==> src/rtl/fir_pkg.sv <==
// rtl/fir_pkg.sv - shared widths, FSM states and saturation limits for the FIR MAC lanes
package fir_pkg;

  localparam int DW   = 16;
  localparam int NTAP = 10;
  localparam int PW   = 2 * DW;
  localparam int ACCW = 2 * DW + 4;
  localparam int KW   = 5;

  typedef enum logic [1:0] {
    IDLE  = 2'd0,
    MAC   = 2'd1,
    DRAIN = 2'd2,
    OUT   = 2'd3
  } fir_state_e;

  localparam logic signed [ACCW-1:0] SAT_MAX = ACCW'((longint'(1) <<< (DW - 1)) - 1);
  localparam logic signed [ACCW-1:0] SAT_MIN = ~SAT_MAX;

endpackage

==> src/rtl/fir_coeff_ram.sv <==
// rtl/fir_coeff_ram.sv - NTAP x DW coefficient register file, one write port, one combinational read port
module fir_coeff_ram
  import fir_pkg::*;
#(
  parameter int NTAP = fir_pkg::NTAP
) (
  input  logic          clk_i,
  input  logic          rst_i,
  input  logic          we_i,
  input  logic [KW-1:0] waddr_i,
  input  logic [DW-1:0] wdata_i,
  input  logic [KW-1:0] raddr_i,
  output logic [DW-1:0] rdata_o
);

  logic [DW-1:0] mem_q [NTAP];

  // Addresses at or above NTAP decode to no entry, so such writes fall away.
  always_ff @(posedge clk_i or posedge rst_i) begin
    if (rst_i) begin
      for (int i = 0; i < NTAP; i++) mem_q[i] <= '0;
    end else if (we_i) begin
      for (int i = 0; i < NTAP; i++) begin
        if (waddr_i == KW'(i)) mem_q[i] <= wdata_i;
      end
    end
  end

  always_comb begin
    rdata_o = '0;
    for (int i = 0; i < NTAP; i++) begin
      if (raddr_i == KW'(i)) rdata_o = mem_q[i];
    end
  end

endmodule

==> src/rtl/fir_mac_lane.sv <==
// rtl/fir_mac_lane.sv - one FIR MAC lane: delay-line slice, coefficient bank, sequential multiply-accumulate
// FIR_MAC_ROUND_EN: round half toward +inf before the output shift instead of flooring.
module fir_mac_lane
  import fir_pkg::*;
#(
  parameter int NTAP      = fir_pkg::NTAP,
  parameter int OUT_SHIFT = 15
) (
  input  logic          iClk12M,
  input  logic          iRst,
  input  logic          iEnSample600k,
  input  logic [DW-1:0] iSample,
  input  logic          iCoeffWr,
  input  logic [3:0]    iCoeffAddr,
  input  logic [DW-1:0] iCoeffData,
  output logic [DW-1:0] oDelayOut,
  output logic [DW-1:0] oMac,
  output logic          oMacValid,
  output logic          oBusy,
  output logic          oOverrun
);

  fir_state_e             state_q, state_d;
  logic [KW-1:0]          k_q, k_d;
  logic signed [PW-1:0]   prod_q, prod_d;
  logic                   prod_vld_q, prod_vld_d;
  logic signed [ACCW-1:0] acc_q, acc_d;
  logic [DW-1:0]          mac_q, mac_d;
  logic                   mac_vld_q, mac_vld_d;
  logic                   ovr_q, ovr_d;
  logic [DW-1:0]          delay_q [NTAP];
  logic [DW-1:0]          tap_sample;
  logic [DW-1:0]          tap_coef;
  logic signed [ACCW-1:0] acc_rnd;
  logic signed [ACCW-1:0] acc_sh;
  logic [DW-1:0]          result;

  always_ff @(posedge iClk12M or posedge iRst) begin
    if (iRst) begin
      for (int i = 0; i < NTAP; i++) delay_q[i] <= '0;
    end else if (iEnSample600k) begin
      delay_q[0] <= iSample;
      for (int i = 1; i < NTAP; i++) delay_q[i] <= delay_q[i-1];
    end
  end

  fir_coeff_ram #(
    .NTAP(NTAP)
  ) u_coeff_ram (
    .clk_i  (iClk12M),
    .rst_i  (iRst),
    .we_i   (iCoeffWr),
    .waddr_i({1'b0, iCoeffAddr}),
    .wdata_i(iCoeffData),
    .raddr_i(k_q),
    .rdata_o(tap_coef)
  );

  always_comb begin
    tap_sample = '0;
    for (int i = 0; i < NTAP; i++) begin
      if (k_q == KW'(i)) tap_sample = delay_q[i];
    end
  end

`ifdef FIR_MAC_ROUND_EN
  localparam logic signed [ACCW-1:0] RND_C = ACCW'((64'd1 << OUT_SHIFT) >> 1);
  assign acc_rnd = acc_q + RND_C;
`else
  assign acc_rnd = acc_q;
`endif

  assign acc_sh = acc_rnd >>> OUT_SHIFT;

  always_comb begin
    if (acc_sh > SAT_MAX)      result = SAT_MAX[DW-1:0];
    else if (acc_sh < SAT_MIN) result = SAT_MIN[DW-1:0];
    else                       result = acc_sh[DW-1:0];
  end

  // Product register is one stage ahead of the accumulator; DRAIN folds in the last one.
  always_comb begin
    state_d    = state_q;
    k_d        = k_q;
    prod_d     = prod_q;
    prod_vld_d = 1'b0;
    acc_d      = prod_vld_q ? acc_q + ACCW'(prod_q) : acc_q;
    mac_d      = mac_q;
    mac_vld_d  = 1'b0;
    ovr_d      = ovr_q;
    if (iEnSample600k) begin
      state_d = MAC;
      k_d     = '0;
      acc_d   = '0;
      if (state_q != IDLE) ovr_d = 1'b1;
    end else begin
      case (state_q)
        IDLE: ;
        MAC: begin
          prod_d     = PW'($signed(tap_sample)) * PW'($signed(tap_coef));
          prod_vld_d = 1'b1;
          k_d        = k_q + KW'(1);
          if (k_q == KW'(NTAP - 1)) state_d = DRAIN;
        end
        DRAIN: state_d = OUT;
        OUT: begin
          mac_d     = result;
          mac_vld_d = 1'b1;
          state_d   = IDLE;
        end
        default: state_d = IDLE;
      endcase
    end
  end

  always_ff @(posedge iClk12M or posedge iRst) begin
    if (iRst) begin
      state_q    <= IDLE;
      k_q        <= '0;
      prod_q     <= '0;
      prod_vld_q <= 1'b0;
      acc_q      <= '0;
      mac_q      <= '0;
      mac_vld_q  <= 1'b0;
      ovr_q      <= 1'b0;
    end else begin
      state_q    <= state_d;
      k_q        <= k_d;
      prod_q     <= prod_d;
      prod_vld_q <= prod_vld_d;
      acc_q      <= acc_d;
      mac_q      <= mac_d;
      mac_vld_q  <= mac_vld_d;
      ovr_q      <= ovr_d;
    end
  end

  assign oDelayOut = delay_q[NTAP-1];
  assign oMac      = mac_q;
  assign oMacValid = mac_vld_q;
  assign oBusy     = (state_q != IDLE);
  assign oOverrun  = ovr_q;

endmodule

==> config.mk <==
export PLATFORM = sky130hd
export DESIGN_NAME = fir_mac_lane
export DESIGN_NICKNAME = d
export VERILOG_FILES = /design/src/rtl/fir_pkg.sv /design/src/rtl/fir_coeff_ram.sv /design/src/rtl/fir_mac_lane.sv
export SDC_FILE = /design/constraint.sdc
export NUM_CORES = 2
export LEC_CHECK = 0
export CAP_MARGIN = 20
export CELL_PAD_IN_SITES_DETAIL_PLACEMENT = 0
export CELL_PAD_IN_SITES_GLOBAL_PLACEMENT = 1
export CORE_ASPECT_RATIO = 0.9
export CORE_UTILIZATION = 43
export DETAILED_ROUTE_END_ITERATION = 7
export GPL_TIMING_DRIVEN = 1
export PLACE_DENSITY_LB_ADDON = 0.12
export SYNTH_ARGS = -nofsm -noshare
export SYNTH_HDL_FRONTEND = slang
export SYNTH_SLANG_ARGS = --single-unit
export TNS_END_PERCENT = 50
==> constraint.sdc <==
create_clock -name iClk12M -period 23.5 [get_ports iClk12M]
set_input_delay 2.35 -clock iClk12M [delete_from_list [all_inputs] [get_ports iClk12M]]
set_output_delay 2.35 -clock iClk12M [all_outputs]
set_load 0.05 [all_outputs]
Word-level counts from Yosys, hierarchy flattened
Index checks and enable logic that the tools add are counted.

Flip-flop bits (word level): 414. Bits of input ports: 40. Output and inout bits: 35. Logic and storage cells: 109.

Add/subtract/negate cells: 2. Multipliers: 1. Magnitude comparators: 2. Eq/ne operators: 22. Muxes and demuxes: 33. Bitwise logic cells: 1. Reduce and logical (&&, ||, !) cells: 20.

Operators by type and width (count): 16-bit 2-to-1 mux (22); 36-bit 2-to-1 mux (2); 36-bit by 32-bit adder with 36-bit output (1); 16-bit by 16-bit multiplier with 32-bit output (1); 2-bit AND reduction (14); 21-bit by 16-bit > comparator with 1-bit output (second input constant) (1); 21-bit by 16-bit less-than comparator with 1-bit output (second input constant) (1); 5-bit by 3-bit == test with 1-bit output (second input constant) (4); 4-bit by 3-bit == test with 1-bit output (second input constant) (4); 5-bit by 2-bit == test with 1-bit output (second input constant) (2); 5-bit by 4-bit == test with 1-bit output (second input constant) (2); 5-bit zero test (2); 5-bit 2-to-1 mux (2); 4-bit by 2-bit == test with 1-bit output (second input constant) (2); 4-bit == test (second input constant) (2); 2-bit case mux with 3 select lines (1); 2-bit nonzero test (3); 5-bit by 1-bit adder with 5-bit output (second input constant) (1); 5-bit by 1-bit == test with 1-bit output (second input constant) (1); 2-bit == test (second input constant) (2); 4-bit by 1-bit == test with 1-bit output (second input constant) (1); 1-bit 2-to-1 mux (4); 2-bit 2-to-1 mux (2); 4-bit nonzero test (1); other kinds (3) (3).

Longest topological paths before layout
Word-level depth: 12. Gate-level depth with buffers: 36.

By module
From an unflattened synthesis, not the netlist that was laid out.

Cell total of the unflattened synthesis: 2822. Area total of the unflattened synthesis: 30399.2 um^2.

Modules (own cells, without submodules): fir_mac_lane (instances 1, cells each 2251, area an instance 22716.8 um^2); fir_coeff_ram (instances 1, cells each 571, area an instance 7682.4 um^2).

Worst setup path before layout
Ideal clock, no wire load.

Path kind: reg-to-reg. Start point: register k_q[1]. End point: register prod_q[30]. Arrival time: 7.674 ns. Data required time: 23.431 ns. Path slack: 15.757 ns. Cell stages (with the launch flop): 33. Cell sequence: dfrtp_1 inv_1 ha_1 nor2b_1 and2_1 buf_2 buf_2 a221oi_1 nor3_1 a221oi_1 a211o_1 a31oi_1 buf_2 nand2_1 fa_1 inv_1 fa_1 fa_1 fa_1 fa_1 inv_1 fa_1 inv_1 ha_1 a21o_1 a21o_1 a21oi_1 nand2_1 a211oi_1 o31ai_1 a21oi_1 or4b_1 nand3_1.

Word-level cells in the longest chain between the ends: 12. Elaborated cells between the ends (all ways): 31.

Ends and longest elaborated chain: start: declaration (line fir_mac_lane.sv:24) `logic [KW-1:0] k_q, k_d;`; start signal: assignment (line fir_mac_lane.sv:128) `k_q <= k_d;`; 5-bit zero test (line fir_coeff_ram.sv:32, fir_mac_lane.sv:62); 16-bit 2-to-1 mux (on tied branches) (10 in series) (line fir_mac_lane.sv:62, fir_coeff_ram.sv:32); 16-bit by 16-bit multiplier with 32-bit output * (line fir_mac_lane.sv:100) `prod_d = PW'($signed(tap_sample)) * PW'($signed(tap_coef));`; end signal: assignment (line fir_mac_lane.sv:129) `prod_q <= prod_d;`; end: declaration (line fir_mac_lane.sv:25) `logic signed [PW-1:0] prod_q, prod_d;`.

Every way passes the cells marked *; elsewhere a longest branch is shown, timed or not. A chain may end at the register's enable or synchronous reset.

Final worst setup path
Start point: register k_q[2]. End point: register prod_q[30].

The elaborated chain is that of the path after synthesis.

==> flow_summary.toml <==
[cts]
cts_sinks = 414
cts_tree = "built"
cts_resized = 0
postCtsHoldBufs = 0
clock_latency_ns = 0.61
clock_path_buffers = 3
post-cts-setup-buffers = 0
cts_inserted_buffers = 47
cts_max_level = 2
cts.clk_slew.worst_paths_ns = 0.06
root_buffer = "clkbuf_16"

[route]
ant_nets = 0
via_per_inst = 5.443
wl_per_cell_um = 20.17
drc_errors = 0
vias = 20638
first_pass_iters = 5
wl_mm = 76.47
drt_iter0_markers = 1196

[timing]
hold_viol = 0
setup_violations = 0
finClkSkew_ns = 0.02631
fin_tns_setup_ns = 0
worst_slew_pin_slew_ns = 1.094
fmax_mhz = 108.1
relSlewSlack_pct = 27.01
drv_slew = 0
whs_ns = 0.4504
min_period_over_period_pct = 39.37
period_minus_slack_ns = 9.251
rsz0062_at_grt = "no"

[critical_path]
critical_path_cell_count = 27
cpMostUsedCell = "fa_1"
endpoint = "prod_q[30]"
crit_slowest_cell = "fa_1"
startpoint = "k_q[2]"
required_ns = 23.99
cp-start-kind = "flop"
crit_type = "reg -> reg"
cp_slowest_stage_delay_ns = 0.82
ff2ff_setup_slack_ns = 14.25
worst-path-buf-inv = 5
endpoint_kind = "flop"
reg2reg_to = "prod_q[30]"
critical_path_peak_fanout = 19
crit_family = "adder cells"
critPathArrivalTime_ns = 9.74
r2r-start = "k_q[2]"
ff2ff_path_depth = 27

[floorplanning]
die_area_sq_um = 70340
dieWidth_um = 279.5
row_count = 91
io-pin-count = 75
fp.dieH_um = 251.7
core_sq_um = 68540
start_util_pct = 43.46

[yosys]
synth_area_leader_cell = "dfrtp_1"
yosys_register_bits = 414
synth_edf_count = 0
async_flop_share_pct = 100.0
synth_top_area_share_pct = 34.78
avgSynthCellArea_sq_um = 10.53
synth_nets = 3254
synth_cell_type_count = 77
syn_area_sq_um = 29790
ys_top_cells_by_area = "dfrtp_1 35%, fa_1 18%, mux2_2 12%"
postSynthCellCount = 2830
ys_seq_area_share_pct = 34.78
synth_top_cells_by_count = "414 x dfrtp_1, 320 x mux2_2, 314 x inv_1"
synth_most_common_cell = "dfrtp_1"
synth_ff_type = "dfrtp_1"
yosys_warnings = 0

[global_route]
antenna_found_initial = 0
overflow = 0
grt_pass1_wl_mm = 125.4
grt_pass1_vias = 21965
grt_max_degree = 174
grt_usage_pct = 22.70

[worst_hold_path]
hold_path.class = "reg -> reg"

[layout]
final-instance-count-excl-fill = 3792
syn_to_final_growth_pct = 10.25
drive_gt1_share_pct = 17.27
final_util_pct = 47.92
finalNetCount = 3251

[flow_run]
timing.max_cap.violations = 0

[placement]
place_inst = 3708
gp_congestion = 0.8330
dp_hpwl_mm = 55.35
port_buffers = 74

[status]
status = "finished, final reports clean"
## through the flow
stage               setup WS, ns  cell area (sq um)
finish                     14.25              32840
global placement           14.43              31300
global route               13.64              32840
detailed placement         14.28              31300
floorplan                  9.629              29790
CTS                        14.25              32840
## cell type report
type	instances	area, sq um
fillers	6444	35700
multi-input cells	1916	17430
flip-flops and latches	414	10360
clock buffers	65	1324
inverters	325	1227
well taps	930	1164
repair buffers	123	1125
clock inverters	18	214.0
diodes	1	2.502
## worst min-delay path by stage
stage | startpoint | to | slack, ns | depth (start not counted)
after floorplan | prod_q[2] | prod_q[2] | 0.45 | 2
after global placement | oOverrun | oOverrun | 0.44 | 1
after detailed placement | oOverrun | oOverrun | 0.44 | 1
after CTS | oOverrun | oOverrun | 0.46 | 1
after global routing | oOverrun | oOverrun | 0.49 | 1
final | oOverrun | oOverrun | 0.45 | 1
## sequential cells by signal, indices dropped and copies added (netlist names)
signal             flops
u_coeff_ram.mem_q    160
delay_q              144
acc_q                 36
k_q                    5
prod_vld_q             1
prod_q                32
state_q                2
oMacValid              1
oOverrun               1
oMac                  16
oDelayOut             16
## cell families (layout without fill, tap and decap cells)
logic type / count (synthesis) / in the layout / share of synthesized area (%)
other cells: 0 / 1 / 0
simple gates: 694 / 694 / 10.79
compound gates: 440 / 440 / 10.39
xor+xnor: 58 / 58 / 1.705
flops: 414 / 414 / 34.78
fa+ha+maj: 384 / 384 / 22.76
buf+inv: 500 / 531 / 6.816
mux: 340 / 340 / 12.77
## cells in the final DEF (no fill, tap or decap), types with 8 or more instances in the layout
cell and instances:
a211o_1 27, a211oi_1 14, a21o_1 29, a21oi_1 96, a221oi_1 81, a31oi_1 21
a31oi_2 9, and2_1 57, and3_1 11, buf_4 48, clkbuf_1 10, clkbuf_16 47
clkbuf_8 9, clkdlybuf4s50_1 73, clkinv_2 10, dfrtp_1 414, fa_1 263, ha_1 121
inv_1 313, inv_2 11, mux2_2 320, mux2i_1 20, nand2_1 243, nand2b_1 14
nand3_1 24, nand3b_1 8, nand4_1 9, nor2_1 204, nor2b_1 34, nor3_1 42
o211ai_1 13, o21ai_0 51, o21ai_1 30, o21bai_1 10, o22ai_1 9, o31ai_1 8
or2_1 11, xnor2_1 39, xor2_1 19
## layer usage
metal	global-route usage [%]	up-vias	wire [um]
met5	0	-	0
met2	36.47	351	35270
met4	4.731	0	1367
met3	2.435	81	2748
met1	33.20	10730	37080
li1	-	9476	-
Power is left out: the tool's default activity adds up to more than one toggle a clock period on the data nets, which glitch-free logic cannot reach.
==> edit 1: new RTL, same flow settings <==
`DW`: 16 -> 14.
--- a/src/rtl/fir_pkg.sv
+++ b/src/rtl/fir_pkg.sv
@@ -1,7 +1,7 @@
 // rtl/fir_pkg.sv - shared widths, FSM states and saturation limits for the FIR MAC lanes
 package fir_pkg;
 
-  localparam int DW   = 16;
+  localparam int DW   = 14;
   localparam int NTAP = 10;
   localparam int PW   = 2 * DW;
   localparam int ACCW = 2 * DW + 4;
Ports: changed (resized iCoeffData, iSample, oDelayOut and oMac); port bits go from 75 to 67. No check against the original RTL was run, so the function may have changed too.
==> edit 1 against the original RTL <==
  * Setup slack better by 520 ps
  * Sequential cell count down 50
  * Die area decreased by 16%
  * Critical path type unchanged
  * Cell count shrank 17%
  * Largest cell class unchanged
  * Routed wire length is 18% lower
  * Design area is 16% lower
  * Worst hold slack gained 5.3 ps
  * Area after synthesis down 16%
Power is left out: the tool's default activity adds up to more than one toggle a clock period on the data nets, which glitch-free logic cannot reach.
==> edit 1: results (changes against the original RTL) <==
Logic synthesis
  • Adder-cell share of the synthesized area: 20.8% (was 22.8%)
  • Compound-Gate Fraction of Synth Area: 10.4% (about the same)
  • Register area share after synthesis: 36.4% (was 34.8%)
  • Xor/xnor share of the synthesized area: 2.10% (was 1.71%)
  • Ranking of synthesized cells by area: dfrtp_1 36%, fa_1 16%, mux2_2 13%, ha_1 5.1%, inv_1 3.3% (was dfrtp_1 35%, fa_1 18%, mux2_2 12%, ha_1 5.1%, inv_1 4.0%)

Route
  • Drt pass-1 iters: 8 (was 5)
  • Final WL: 62900 um (was 76500 um)
  • Via density: 5.41 (was 5.44)

Placed design
  • GP Congestion: 0.871 (was 0.833)
  • Port bufs: 66 (was 74)

Worst setup path
  • Slowest cell on the critical path: o22ai_1 (was fa_1)
  • Slowest stage delay, CP: 930 ps (was 820 ps)
  • Crit path DAT: 9150 ps (was 9740 ps)
  • CP Max Fanout: 26 (was 19)

Final layout
  • Layout cells sized above 1: 16.8% (was 17.3%)
  • Nets: 2682 (was 3251)
  • Largest regs: u_coeff_ram.mem_q x140, delay_q x126, acc_q x32 (was u_coeff_ram.mem_q x160, delay_q x144, acc_q x36)
  • Final-layout fill cell count: 5274 (was 6444)

GRT
  • Pin count of the biggest net entering global routing: 184 (was 174)
  • First-pass GRT wire length: 101000 um (was 125000 um)

Run status
  • Status: completed (unchanged)

Timing
  • Worst slew pin tran: 1170 ps (was 1090 ps)

Clock tree
  • CTS Buf Count: 41 (was 47)
  • Later-pin clock latency in the skew report: 560 ps (was 610 ps)

Min path
  • Hold Crit Class: flop to flop (unchanged)
edit 1: cell count changes after synthesis, sizes merged, moves of 23 or more:
cell | unedited run | this run
a211o | 27 | 4
a21oi | 98 | 46
a221oi | 83 | 56
and2 | 57 | 11
dfrtp | 414 | 364
fa | 263 | 196
inv | 325 | 220
mux2 | 320 | 282
nand2 | 245 | 202
nor3 | 43 | 11
edit 1: cell type report:
cell class,instances,area [um^2],area share (%)
clock inverter,11,119,0.433
tap,765,957,3.49
antenna,1,2.50,0.00911
timing repair buffer,97,907,3.30
sequential,364,9110,33.2
clock buffer,58,1090,3.97
inverter,221,837,3.05
multi-input combinational,1623,14400,52.6
edit 1: worst paths after layout:
check	from	slack [ps]	depth (start not counted)	to
max	k_q[0]$_DFFE_PP0P_	14770	31	prod_q[27]$_DFFE_PP0P_
min in group asynchronous	iRst	2310	2	delay_q[126]$_DFFE_PP0P_
max reg2reg	k_q[0]$_DFFE_PP0P_	14770	31	prod_q[27]$_DFFE_PP0P_
max in group asynchronous	iRst	18850	4	u_coeff_ram.mem_q[52]$_DFFE_PP0P_
min reg2reg	oOverrun$_DFFE_PP0P_	460	1	oOverrun$_DFFE_PP0P_
min	oOverrun$_DFFE_PP0P_	460	1	oOverrun$_DFFE_PP0P_
edit 1: kinds of logic after synthesis:
kind of cell | count (synthesis)
buffers and inverters | 361
flip-flops | 364
multiplexers | 305
AND/OR/NAND/NOR | 599
XOR/XNOR | 60
AO/OA/AOI/OAI | 361
adder cells (fa/ha/maj) | 298
edit 1: per-layer routing:
layer | part of all wire [%] | track usage, % | up-vias
li1 | - | - | 7961
met1 | 49 | 32.1 | 8653
met2 | 45 | 34.4 | 305
met3 | 4.2 | 3.22 | 63
met4 | 1.7 | 4.77 | 0
met5 | 0 | 0 | -
edit 1: critical path: cells and delay by family, from the launching register on:
kind            cells  cell delay (ps)
simple gates        8             1260
flops               1              440
fa+ha+maj           8             3620
compound gates      9             2660
buf+inv             5              450
xor+xnor            1              130
edit 1: stage by stage:
stage | utilization (%) | cells | setup WS (ps) | instance area [um^2]
2_1_floorplan | - | 2348 | 11050 | 25000
3_3_place_gp | 45.9 | 3070 | 14760 | 26200
3_5_place_dp | 45.9 | 3070 | 14810 | 26300
4_1_cts | 48.0 | 3139 | 14780 | 27500
5_1_grt | 48.0 | 3139 | 14240 | 27500
6_report | 48.0 | 3140 | 14770 | 27500
==> edit 2: new RTL, same flow settings <==
Made on the original files. Register the output `oMac` once more, without a reset; this adds one clock of latency there. The other outputs are not delayed to match.
--- a/src/rtl/fir_mac_lane.sv
+++ b/src/rtl/fir_mac_lane.sv
@@ -136,7 +136,9 @@
   end
 
   assign oDelayOut = delay_q[NTAP-1];
-  assign oMac      = mac_q;
+  always_ff @(posedge iClk12M) begin
+    oMac <= mac_q;
+  end
   assign oMacValid = mac_vld_q;
   assign oBusy     = (state_q != IDLE);
   assign oOverrun  = ovr_q;
Formal check against the unedited RTL: same outputs for any inputs over 10 cycles, from zero or initial values and one cycle with iRst high; that may be too few to reach the edited logic, so the function may still have changed.
==> edit 2 against the original RTL <==
  * Routed wire length shrank 3.8%
  * Area after synthesis grew 0.63%
  * Setup slack gained 310 ps
  * Sequential cell count increased by 16
  * Design area increased by 1.3%
  * Clock skew down 5.9 ps
  * Non-clock buffer count increased by 1
  * Die area rose by 0.63%
Power is not shown: default switching activity piles up to over one toggle a cycle in this logic, so the estimate is an artifact.
==> edit 2: results (changes against the original RTL) <==
Worst setup path
  • CP Max Fanout: 32 (was 19)
  • Slowest cell on the critical path: a31oi_2 (was fa_1)
  • Slowest stage delay, CP: 690 ps (was 820 ps)
  • Crit path DAT: 9470 ps (was 9740 ps)
  • Delay-heaviest family, CP: adder cells (unchanged)

Logic synthesis
  • Unique cell type count in the Yosys netlist: 81 (was 77)
  • Synthesized net count: 3223 (was 3254)
  • Register area share after synthesis: 35.6% (was 34.8%)
  • Number of cells produced by synthesis: 2799 (was 2830)
  • Asr flop ratio synth: 96.3% (was 100%)
  • #FFs+latches synth: 430 (was 414)
  • Synth top cells by count: 414 x dfrtp_1, 320 x mux2_2, 309 x inv_1 (was 414 x dfrtp_1, 320 x mux2_2, 314 x inv_1)
  • Ranking of synthesized cells by area: dfrtp_1 35%, fa_1 18%, mux2_2 12%, ha_1 5.1%, inv_1 3.9% (was dfrtp_1 35%, fa_1 18%, mux2_2 12%, ha_1 5.1%, inv_1 4.0%)
  • Ys Warns: 0 (unchanged)

Final layout
  • Non-filler cells, final: 3771 (was 3792)
  • Final-layout fill cell count: 6430 (was 6444)
  • # clk buffers: 72 (was 65)
  • Final clock-cell share: 5.15% (was 4.68%)
  • Multi-input gates: 1889 (was 1916)
  • Seq/total area: 32.1% (was 31.5%)
  • Buffering overhead: 3.41% (was 3.42%)
  • Multi-input logic area: 17400 um^2 (about the same)
  • Ant. Diodes: 0 (was 1)
  • Util after Layout: 48.4% (was 47.9%)
  • Signal inverters: 310 (was 325)
  • Layout cells sized above 1: 17.5% (was 17.3%)
  • Largest regs: u_coeff_ram.mem_q x160, delay_q x144, acc_q x36 (unchanged)
  • Buffers excl. clock: 124 (was 123)

Clock tree
  • CTS Buf Count: 48 (was 47)
  • Post-CTS Setup Bufs: 0 (unchanged)
  • Post-CTS sizing: 0 (unchanged)
  • H-tree levels: 2 (unchanged)
  • Later-pin clock latency in the skew report: 590 ps (was 610 ps)
  • CTS clk-pin slew, worst paths: 60 ps (about the same)
  • Root Buffer: clkbuf_16 (unchanged)

Min path
  • Hold Crit Class: flop to flop (unchanged)

Route
  • Final WL: 73600 um (was 76500 um)
  • Routed vias: 20200 (was 20600)
  • Drt pass-1 iters: 7 (was 5)
  • First-iteration detailed-routing DRC count: 1027 (was 1196)

GRT
  • Initial antenna violation count: 1 (was 0)
  • Vias in the first global route: 21800 (was 22000)
  • Pin count of the biggest net entering global routing: 163 (was 174)
  • First-pass GRT wire length: 123000 um (was 125000 um)
  • Gr usage total: 21.9% (was 22.7%)
  • Total grt overflow: 0 (unchanged)

Placed design
  • HPWL after detailed placement: 53100 um (was 55400 um)
  • Placed inst area: 31600 um^2 (was 31300 um^2)
  • Post-placement setup slack: 14500 ps (was 14280 ps)
  • GP Congestion: 0.826 (was 0.833)
  • Placed insts: 3682 (was 3708)

Run status
  • Status: completed (unchanged)

Timing
  • Fin Clk Skew: 20.4 ps (was 26.3 ps)
  • Relative slew margins: 23.9% (was 27.0%)
## edit 2: cell types whose count changed after synthesis, sizes merged, moves of 8 or more
cell,delta
and2,+64
nor2,-35
a21oi,-34
dfxtp,+16
inv,-16
a31oi,+12
buf,-12
o211ai,-12
nor2b,-11
xor2,+9
a221oi,+8
## edit 2: layer usage
layer	track usage, %	wire length (um)	vias to the layer above
met5	0	0	-
met4	4.67	1270	0
met3	3.09	3030	86
met2	34.6	33600	363
met1	32.1	35700	10400
li1	-	-	9366
## edit 2: cell families (layout without fill, tap and decap cells)
family / count (synthesis) / after routing / synth area share, %
AND/OR/NAND/NOR: 692 / 692 / 11.0
XOR/XNOR: 66 / 66 / 1.93
multiplexers: 347 / 347 / 12.9
flip-flops: 430 / 430 / 35.6
AO/OA/AOI/OAI: 400 / 400 / 9.44
adder cells (fa/ha/maj): 384 / 384 / 22.6
buffers and inverters: 480 / 522 / 6.52
## edit 2: worst reg2reg max path: cells and delay by family (launching register included)
family,cells,cell delay (ps)
compound gates,9,2380
fa+ha+maj,8,3560
flops,1,410
buf+inv,5,670
simple gates,8,1860
## edit 2: worst paths after layout
| path | to | slack [ps] | start | cells after the start |
|---|---|---|---|---|
| max in group asynchronous | u_coeff_ram.mem_q[115]$_DFFE_PP0P_ | 18850 | iRst | 4 |
| min | oMac[1]$_DFF_P_ | 370 | mac_q[1]$_DFFE_PP0P_ | 0 |
| min reg2reg | oMac[1]$_DFF_P_ | 370 | mac_q[1]$_DFFE_PP0P_ | 0 |
| max reg2reg | prod_q[30]$_DFFE_PP0P_ | 14560 | k_q[1]$_DFFE_PP0P_ | 30 |
| min in group asynchronous | delay_q[126]$_DFFE_PP0P_ | 2330 | iRst | 2 |
| max | prod_q[30]$_DFFE_PP0P_ | 14560 | k_q[1]$_DFFE_PP0P_ | 30 |
